**src/rtl/axi_lite_apb_multi_bridge.sv**
```systemverilog
// axi_lite_apb_multi_bridge: AXI4-Lite slave to multi-slave APB bridge, one outstanding transfer, round-robin R/W grant
module axi_lite_apb_multi_bridge #(
  parameter int DATA_WIDTH     = 32,
  parameter int ADDRESS        = 32,
  parameter int NUM_SLAVES     = 4,
  parameter int SLAVE_ASIZE    = 12,
  parameter logic [ADDRESS-1:0] BASE_ADDR = '0,
  parameter int TIMEOUT_CYCLES = 256
) (
  input  logic                             ACLK,
  input  logic                             ARESET,
  input  logic [ADDRESS-1:0]               S_AWADDR,
  input  logic                             S_AWVALID,
  output logic                             S_AWREADY,
  input  logic [DATA_WIDTH-1:0]            S_WDATA,
  input  logic [DATA_WIDTH/8-1:0]          S_WSTRB,
  input  logic                             S_WVALID,
  output logic                             S_WREADY,
  output logic [1:0]                       S_BRESP,
  output logic                             S_BVALID,
  input  logic                             S_BREADY,
  input  logic [ADDRESS-1:0]               S_ARADDR,
  input  logic                             S_ARVALID,
  output logic                             S_ARREADY,
  output logic [DATA_WIDTH-1:0]            S_RDATA,
  output logic [1:0]                       S_RRESP,
  output logic                             S_RVALID,
  input  logic                             S_RREADY,
  output logic [NUM_SLAVES-1:0]            PSEL,
  output logic                             PENABLE,
  output logic                             PWRITE,
  output logic [ADDRESS-1:0]               PADDR,
  output logic [DATA_WIDTH-1:0]            PWDATA,
  output logic [DATA_WIDTH/8-1:0]          PSTRB,
  input  logic [NUM_SLAVES*DATA_WIDTH-1:0] PRDATA,
  input  logic [NUM_SLAVES-1:0]            PREADY,
  input  logic [NUM_SLAVES-1:0]            PSLVERR
);
  localparam int SW = DATA_WIDTH / 8;
  localparam int IW = (NUM_SLAVES > 1) ? $clog2(NUM_SLAVES) : 1;
  typedef enum logic [2:0] {IDLE, SETUP, ACCESS, WRESP, RRESP} state_t;
  state_t state_q, state_d;
  logic aw_full_q, aw_full_d, w_full_q, w_full_d, ar_full_q, ar_full_d;
  logic [ADDRESS-1:0] aw_addr_q, aw_addr_d, ar_addr_q, ar_addr_d, paddr_q, paddr_d;
  logic [DATA_WIDTH-1:0] w_data_q, w_data_d, pwdata_q, pwdata_d, rdata_q, rdata_d;
  logic [SW-1:0] w_strb_q, w_strb_d, pstrb_q, pstrb_d;
  logic last_w_q, last_w_d, pwrite_q, pwrite_d, penable_q, penable_d;
  logic bvalid_q, bvalid_d, rvalid_q, rvalid_d;
  logic [1:0] bresp_q, bresp_d, rresp_q, rresp_d;
  logic [NUM_SLAVES-1:0] psel_q, psel_d;
  logic [IW-1:0] idx_q, idx_d;
  logic [31:0] cnt_q, cnt_d;
  logic w_pend, r_pend, gw, bad, done, tmo, free_w, free_r;
  logic [ADDRESS-1:0] addr, idx_full;
  logic [1:0] resp;
  assign w_pend   = aw_full_q && w_full_q;
  assign r_pend   = ar_full_q;
  assign gw       = w_pend && (!r_pend || !last_w_q);
  assign addr     = gw ? aw_addr_q : ar_addr_q;
  assign idx_full = (addr - BASE_ADDR) >> SLAVE_ASIZE;
  assign bad      = (addr < BASE_ADDR) || (idx_full >= ADDRESS'(NUM_SLAVES));
  assign done     = PREADY[idx_q];
  assign tmo      = (TIMEOUT_CYCLES != 0) && (cnt_q == 32'(TIMEOUT_CYCLES - 1));
  assign resp     = done ? (PSLVERR[idx_q] ? 2'b10 : 2'b00) : 2'b10;
  assign S_AWREADY = !aw_full_q;
  assign S_WREADY  = !w_full_q;
  assign S_ARREADY = !ar_full_q;
  assign S_BVALID  = bvalid_q;
  assign S_BRESP   = bresp_q;
  assign S_RVALID  = rvalid_q;
  assign S_RRESP   = rresp_q;
  assign S_RDATA   = rdata_q;
  assign PSEL      = psel_q;
  assign PENABLE   = penable_q;
  assign PWRITE    = pwrite_q;
  assign PADDR     = paddr_q;
  assign PWDATA    = pwdata_q;
  assign PSTRB     = pstrb_q;
  // Transfer FSM: grant, decode, APB sequencing, timeout and AXI response generation
  always_comb begin
    state_d   = state_q;
    last_w_d  = last_w_q;
    pwrite_d  = pwrite_q;
    paddr_d   = paddr_q;
    pwdata_d  = pwdata_q;
    pstrb_d   = pstrb_q;
    psel_d    = psel_q;
    penable_d = penable_q;
    idx_d     = idx_q;
    cnt_d     = cnt_q;
    bvalid_d  = bvalid_q;
    bresp_d   = bresp_q;
    rvalid_d  = rvalid_q;
    rresp_d   = rresp_q;
    rdata_d   = rdata_q;
    free_w    = 1'b0;
    free_r    = 1'b0;
    case (state_q)
      IDLE: if (w_pend || r_pend) begin
        last_w_d = gw;
        pwrite_d = gw;
        paddr_d  = addr;
        pwdata_d = gw ? w_data_q : '0;
        pstrb_d  = gw ? w_strb_q : '0;
        idx_d    = idx_full[IW-1:0];
        if (bad) begin
          free_w   = gw;
          free_r   = !gw;
          bvalid_d = gw;
          bresp_d  = gw ? 2'b11 : bresp_q;
          rvalid_d = !gw;
          rresp_d  = gw ? rresp_q : 2'b11;
          rdata_d  = gw ? rdata_q : '0;
          state_d  = gw ? WRESP : RRESP;
        end else begin
          psel_d  = NUM_SLAVES'(1) << idx_full[IW-1:0];
          state_d = SETUP;
        end
      end
      SETUP: begin
        penable_d = 1'b1;
        cnt_d     = '0;
        state_d   = ACCESS;
      end
      ACCESS: if (done || tmo) begin
        psel_d    = '0;
        penable_d = 1'b0;
        free_w    = pwrite_q;
        free_r    = !pwrite_q;
        bvalid_d  = pwrite_q;
        bresp_d   = pwrite_q ? resp : bresp_q;
        rvalid_d  = !pwrite_q;
        rresp_d   = pwrite_q ? rresp_q : resp;
        rdata_d   = pwrite_q ? rdata_q : (done ? PRDATA[idx_q*DATA_WIDTH +: DATA_WIDTH] : '0);
        state_d   = pwrite_q ? WRESP : RRESP;
      end else begin
        cnt_d = cnt_q + 32'd1;
      end
      WRESP: if (S_BREADY) begin
        bvalid_d = 1'b0;
        state_d  = IDLE;
      end
      RRESP: if (S_RREADY) begin
        rvalid_d = 1'b0;
        state_d  = IDLE;
      end
      default: state_d = IDLE;
    endcase
  end
  // Holding registers: accept while empty, release when the granted transfer finishes
  always_comb begin
    aw_full_d = aw_full_q ? !free_w : S_AWVALID;
    w_full_d  = w_full_q ? !free_w : S_WVALID;
    ar_full_d = ar_full_q ? !free_r : S_ARVALID;
    aw_addr_d = (!aw_full_q && S_AWVALID) ? S_AWADDR : aw_addr_q;
    w_data_d  = (!w_full_q && S_WVALID) ? S_WDATA : w_data_q;
    w_strb_d  = (!w_full_q && S_WVALID) ? S_WSTRB : w_strb_q;
    ar_addr_d = (!ar_full_q && S_ARVALID) ? S_ARADDR : ar_addr_q;
  end
  // State and output registers with synchronous reset that drops any in-flight transfer
  always_ff @(posedge ACLK) begin
    if (ARESET) begin
      state_q   <= IDLE;
      aw_full_q <= 1'b0;
      w_full_q  <= 1'b0;
      ar_full_q <= 1'b0;
      aw_addr_q <= '0;
      w_data_q  <= '0;
      w_strb_q  <= '0;
      ar_addr_q <= '0;
      last_w_q  <= 1'b0;
      pwrite_q  <= 1'b0;
      paddr_q   <= '0;
      pwdata_q  <= '0;
      pstrb_q   <= '0;
      psel_q    <= '0;
      penable_q <= 1'b0;
      idx_q     <= '0;
      cnt_q     <= '0;
      bvalid_q  <= 1'b0;
      bresp_q   <= 2'b00;
      rvalid_q  <= 1'b0;
      rresp_q   <= 2'b00;
      rdata_q   <= '0;
    end else begin
      state_q   <= state_d;
      aw_full_q <= aw_full_d;
      w_full_q  <= w_full_d;
      ar_full_q <= ar_full_d;
      aw_addr_q <= aw_addr_d;
      w_data_q  <= w_data_d;
      w_strb_q  <= w_strb_d;
      ar_addr_q <= ar_addr_d;
      last_w_q  <= last_w_d;
      pwrite_q  <= pwrite_d;
      paddr_q   <= paddr_d;
      pwdata_q  <= pwdata_d;
      pstrb_q   <= pstrb_d;
      psel_q    <= psel_d;
      penable_q <= penable_d;
      idx_q     <= idx_d;
      cnt_q     <= cnt_d;
      bvalid_q  <= bvalid_d;
      bresp_q   <= bresp_d;
      rvalid_q  <= rvalid_d;
      rresp_q   <= rresp_d;
      rdata_q   <= rdata_d;
    end
  end
endmodule

```
**config.mk**
```make
export PLATFORM = sky130hd
export DESIGN_NAME = axi_lite_apb_multi_bridge
export DESIGN_NICKNAME = d
export VERILOG_FILES = /design/src/rtl/axi_lite_apb_multi_bridge.sv
export SDC_FILE = /design/constraint.sdc
export NUM_CORES = 1
export LEC_CHECK = 0
export CAP_MARGIN = 10
export CORE_ASPECT_RATIO = 1.2
export CORE_MARGIN = 5
export CORE_UTILIZATION = 40
export DETAILED_ROUTE_END_ITERATION = 8
export GPL_TIMING_DRIVEN = 1
export PLACE_DENSITY = 0.71
export SYNTH_ARGS = -nofsm -noshare
export SYNTH_HDL_FRONTEND = slang
export SYNTH_SLANG_ARGS = --single-unit
```
**constraint.sdc**
```tcl
create_clock -name ACLK -period 4.6 [get_ports ACLK]
set_input_delay 0.92 -clock ACLK [delete_from_list [all_inputs] [get_ports ACLK]]
set_output_delay 0.92 -clock ACLK [all_outputs]
set_load 0.01 [all_outputs]
```
==> reports/results.txt <==
The post-synthesis to final-layout area growth is 44.0%. The area of the mapped netlist came out at 0.0106 mm². TritonCTS created 26 clock buffers. Of the total power, registers draw 41.7%.

STA classifies the critical path endpoint as a flop. Of the synthesized area, sequential elements account for 47.0%. The first global-routing pass estimated 53.8 mm of wire.

In the final layout, the share of cells above drive strength 1 is 7.24%. Clock-pin slew was measured on the worst setup and hold paths at 0.06 ns. Clock latency on the worst-skew pair, taken at its later pin, is 0.52 ns. The layout has 2385 filler cells.

Number of rows in the core area: 65. The data arrival time of the critical path is 3.49 ns. Total power for the finished layout comes to 5.77 mW. Measured along the y axis, the die boundary spans 189 µm. The power density over cell area was 376 mW/mm². The critical path goes through nand2_1 -> a21oi_2 -> buf_4 -> mux2i_2 -> nor3_4 -> nor4b_4 -> buf_4 -> mux2i_1. The number of search-and-repair iterations in the first detailed-routing pass came out at 5.

The worst-case IR drop observed on VDD is 0.241 mV. The cell sitting at the root of the clock tree is a clkbuf_16. The routed layout has 10.1k vias. The tools report the clock share of power as 36.6%. Wires add up to 34.5 mm. The final hold violation count came out at 0.

The post-cts repair resize count is 0, and the register area is 0.00501 mm². Input and output buffers added on the ports amount to 357. The Yosys step of the flow raised 0 warnings.

The run gives 1801 as the net count reported at finish. The number of buffers on the longest clock path came out at 3. Setup violations remaining at the end of the flow were counted as 0.

In this run, synthesis produced a sequential element count of 250. STA puts the critical path data required time at 5.04 ns. The sum of negative setup slack is 0 ns, and the largest incremental delay on the critical path is 0.53 ns. The library cell contributing the largest single delay on the critical path was buf_4.

The core footprint came out at 0.0263 mm². The run finished with clean final reports. The cell type contributing the most total cell area after synthesis is dfxtp_1. In this run, distinct cell masters in the synthesized netlist total 57.

The detailed router finished its first iteration with 529 violations. Sorting the synthesized cells by area gives the leading types as dfxtp_1 (47%), nand2_1 (13%), mux4_2 (7.2%), a21oi_1 (6.1%), nor2_1 (3.4%). The analysis attributes to net switching a power of 1.55 mW. The top-level port count is 358.

Dividing the detail-routed wire length by the instance count gives 18.0 µm. The number of antenna violations at the first check in global routing came out at 5. The library cells used most frequently in the layout, excluding fill and tap cells, are nand2_1 (359), clkdlybuf4s50_1 (356), dfxtp_1 (249). The average via count per standard cell works out to 5.29. The async set or reset register ratio after synthesis is 0%. The share of Yosys cell area claimed by the top area cell type came out at 47.0%. The design internal power was 4.22 mW. In this run, synthesis inferred 0 flip-flops with an integrated enable. After layout, the worst path uses 66.2% of the clock period.

The number of remaining DRC errors was 0. Area of all placed cells without fillers: 0.0153 mm². The depth of the CTS H-tree was 1; the total area of multi-input combinational cells was 0.00524 mm². The routability-driven placement congestion ratio was 0.876. By startpoint and endpoint, the worst setup path is classified as reg -> reg. The number of setup buffers added after CTS was 0. The overall die width works out to 159 µm.

Counting every net in the synthesized netlist gives 1491. The most frequent standard cell in the layout excluding fill and tap cells is nand2_1. The flip-flop cell with the highest count after synthesis is dfxtp_1.

For the number of max-slew violations in the final report, the log shows 0. The analysis attributes to cell leakage a power of 5.32 nW. The switching share of total power works out to 26.8%. The worst hold path belongs to the class reg -> reg. The clock arrives with 0.0115 ns of skew. The most prevalent standard cell on the critical path was buf_4. In this run, post-CTS hold repair placed 0 buffers. The worst setup path is launched from a flop.

Entering global routing, the biggest net connects 109 pins. In this run, the combinational gates consume 21.7% of the power. At the end of the flow the core is filled with cells to 58.3%. The wire-length estimate of the detail-placed layout is 24.9 mm. Total die area: 0.0300 mm². Setup repair after global routing left no endpoint under its margin. TritonCTS built the clock tree. The maximum fanout along the worst path was 35.

A synthesized cell averages 8.53 µm². Max-cap violations in this run came to 0. Once the floorplan was initialized, standard cells occupied 40.5% of the core. The total overflow left after global routing is 0.

Derived from the worst setup path, the maximum achievable clock frequency is 328 MHz. Via count of the first global-routing pass: 9907. The detail route stage leaves a number of antenna-violating nets equal to 0. The cell count after synthesis came out at 1247.

The total global routing track utilization was 21.6%; the number of clock sinks seen by CTS was 250. Measured slew at the worst slew-check pin: 1.21 ns. The placed instances occupy a cell area of 0.0144 mm². The post-layout minimum cycle time works out to 3.05 ns.

Measured against its own limit, the worst slew margin works out to 19.1%.
## sequential cells by signal (all words and copies together), names as in the netlist
name       count
w_strb_q       4
PSTRB          4
ar_addr_q     32
aw_full_q      1
w_data_q      32
PADDR         32
w_full_q       1
S_RDATA       32
state_q        3
ar_full_q      1
aw_addr_q     32
PWRITE         1
PWDATA        32
S_BVALID       1
cnt_q         32
S_RVALID       1
S_RRESP        2
PSEL           4
PENABLE        1
S_BRESP        2
## synth_stat cells (all sizes together), types with 6 or more instances
master / count
nor2b: 6
nand2: 359
or4: 7
a311oi: 32
nor3: 13
mux4: 34
mux2i: 34
o21ai: 25
nand3: 14
or3: 22
a22oi: 36
nand4: 6
a21oi: 130
inv: 13
clkbuf: 73
dfxtp: 250
nor4: 16
nor2: 96
and3: 9
buf: 19
## power groups by stage
stage | sequential, mW | clock (mW) | combinational, mW
floorplan | 2.45 | 0 | 0.696
global placement | 2.45 | 0 | 1.25
detailed placement | 2.45 | 0 | 1.25
CTS | 2.41 | 2.16 | 1.26
global route | 2.42 | 2.26 | 1.35
finish | 2.41 | 2.11 | 1.25
## critical path: cells and delay by family (launching register included)
family          cells  cell delay [ns]
buf+inv             2             0.92
simple gates        3             0.74
mux                 2             0.70
flops               1             0.44
compound gates      1             0.14
## per-layer routing
metal	vias up	share of wire [%]	global-route usage (%)	wire (µm)
li1	4960	-	-	-
met1	4729	40	26.0	13700
met2	370	50	38.0	17400
met3	59	7.1	4.90	2440
met4	2	2.9	7.06	991
met5	-	0.038	0	13
## metrics by stage
step           hold slack [ns]  std cells  setup slack [ns]
2_1_floorplan            0.437       1247              2.07
3_3_place_gp             0.440       1861              1.32
3_5_place_dp             0.446       1861              1.18
4_1_cts                  0.455       1906              1.53
5_1_grt                  0.465       1913              1.35
6_report                 0.453       1913              1.55
## layout make-up
class                   instances  area share [%]
repair buffers                374            24.3
inverters                      14           0.343
well taps                     335            2.74
multi-input cells             891            34.2
diodes                          4          0.0653
clock buffers                  40            5.11
clock inverters                 5           0.564
flip-flops and latches        250            32.7
## worst paths after layout
kind | slack (ns) | cells after the start | end | from
worst max-delay path | 1.55 | 8 | S_RDATA[10]$_SDFFE_PP0P_ | w_full_q$_SDFF_PP0_
worst min-delay path | 0.45 | 2 | S_RDATA[31]$_SDFFE_PP0P_ | S_RDATA[31]$_SDFFE_PP0P_
worst max register to register | 1.55 | 8 | S_RDATA[10]$_SDFFE_PP0P_ | w_full_q$_SDFF_PP0_
worst min register to register | 0.45 | 2 | S_RDATA[31]$_SDFFE_PP0P_ | S_RDATA[31]$_SDFFE_PP0P_
## cells by family (layout without fill, tap and decap cells)
family / count (synthesis) / after routing / synth area share (%)
simple gates: 558 / 558 / 22.6
compound gates: 256 / 256 / 15.0
flops: 250 / 250 / 47.0
buf+inv: 106 / 433 / 4.05
mux: 71 / 71 / 10.8
xor+xnor: 5 / 5 / 0.412
fa+ha+maj: 1 / 1 / 0.118
other cells: 0 / 4 / 0
No activity file was read; power rests on OpenSTA's default activity.
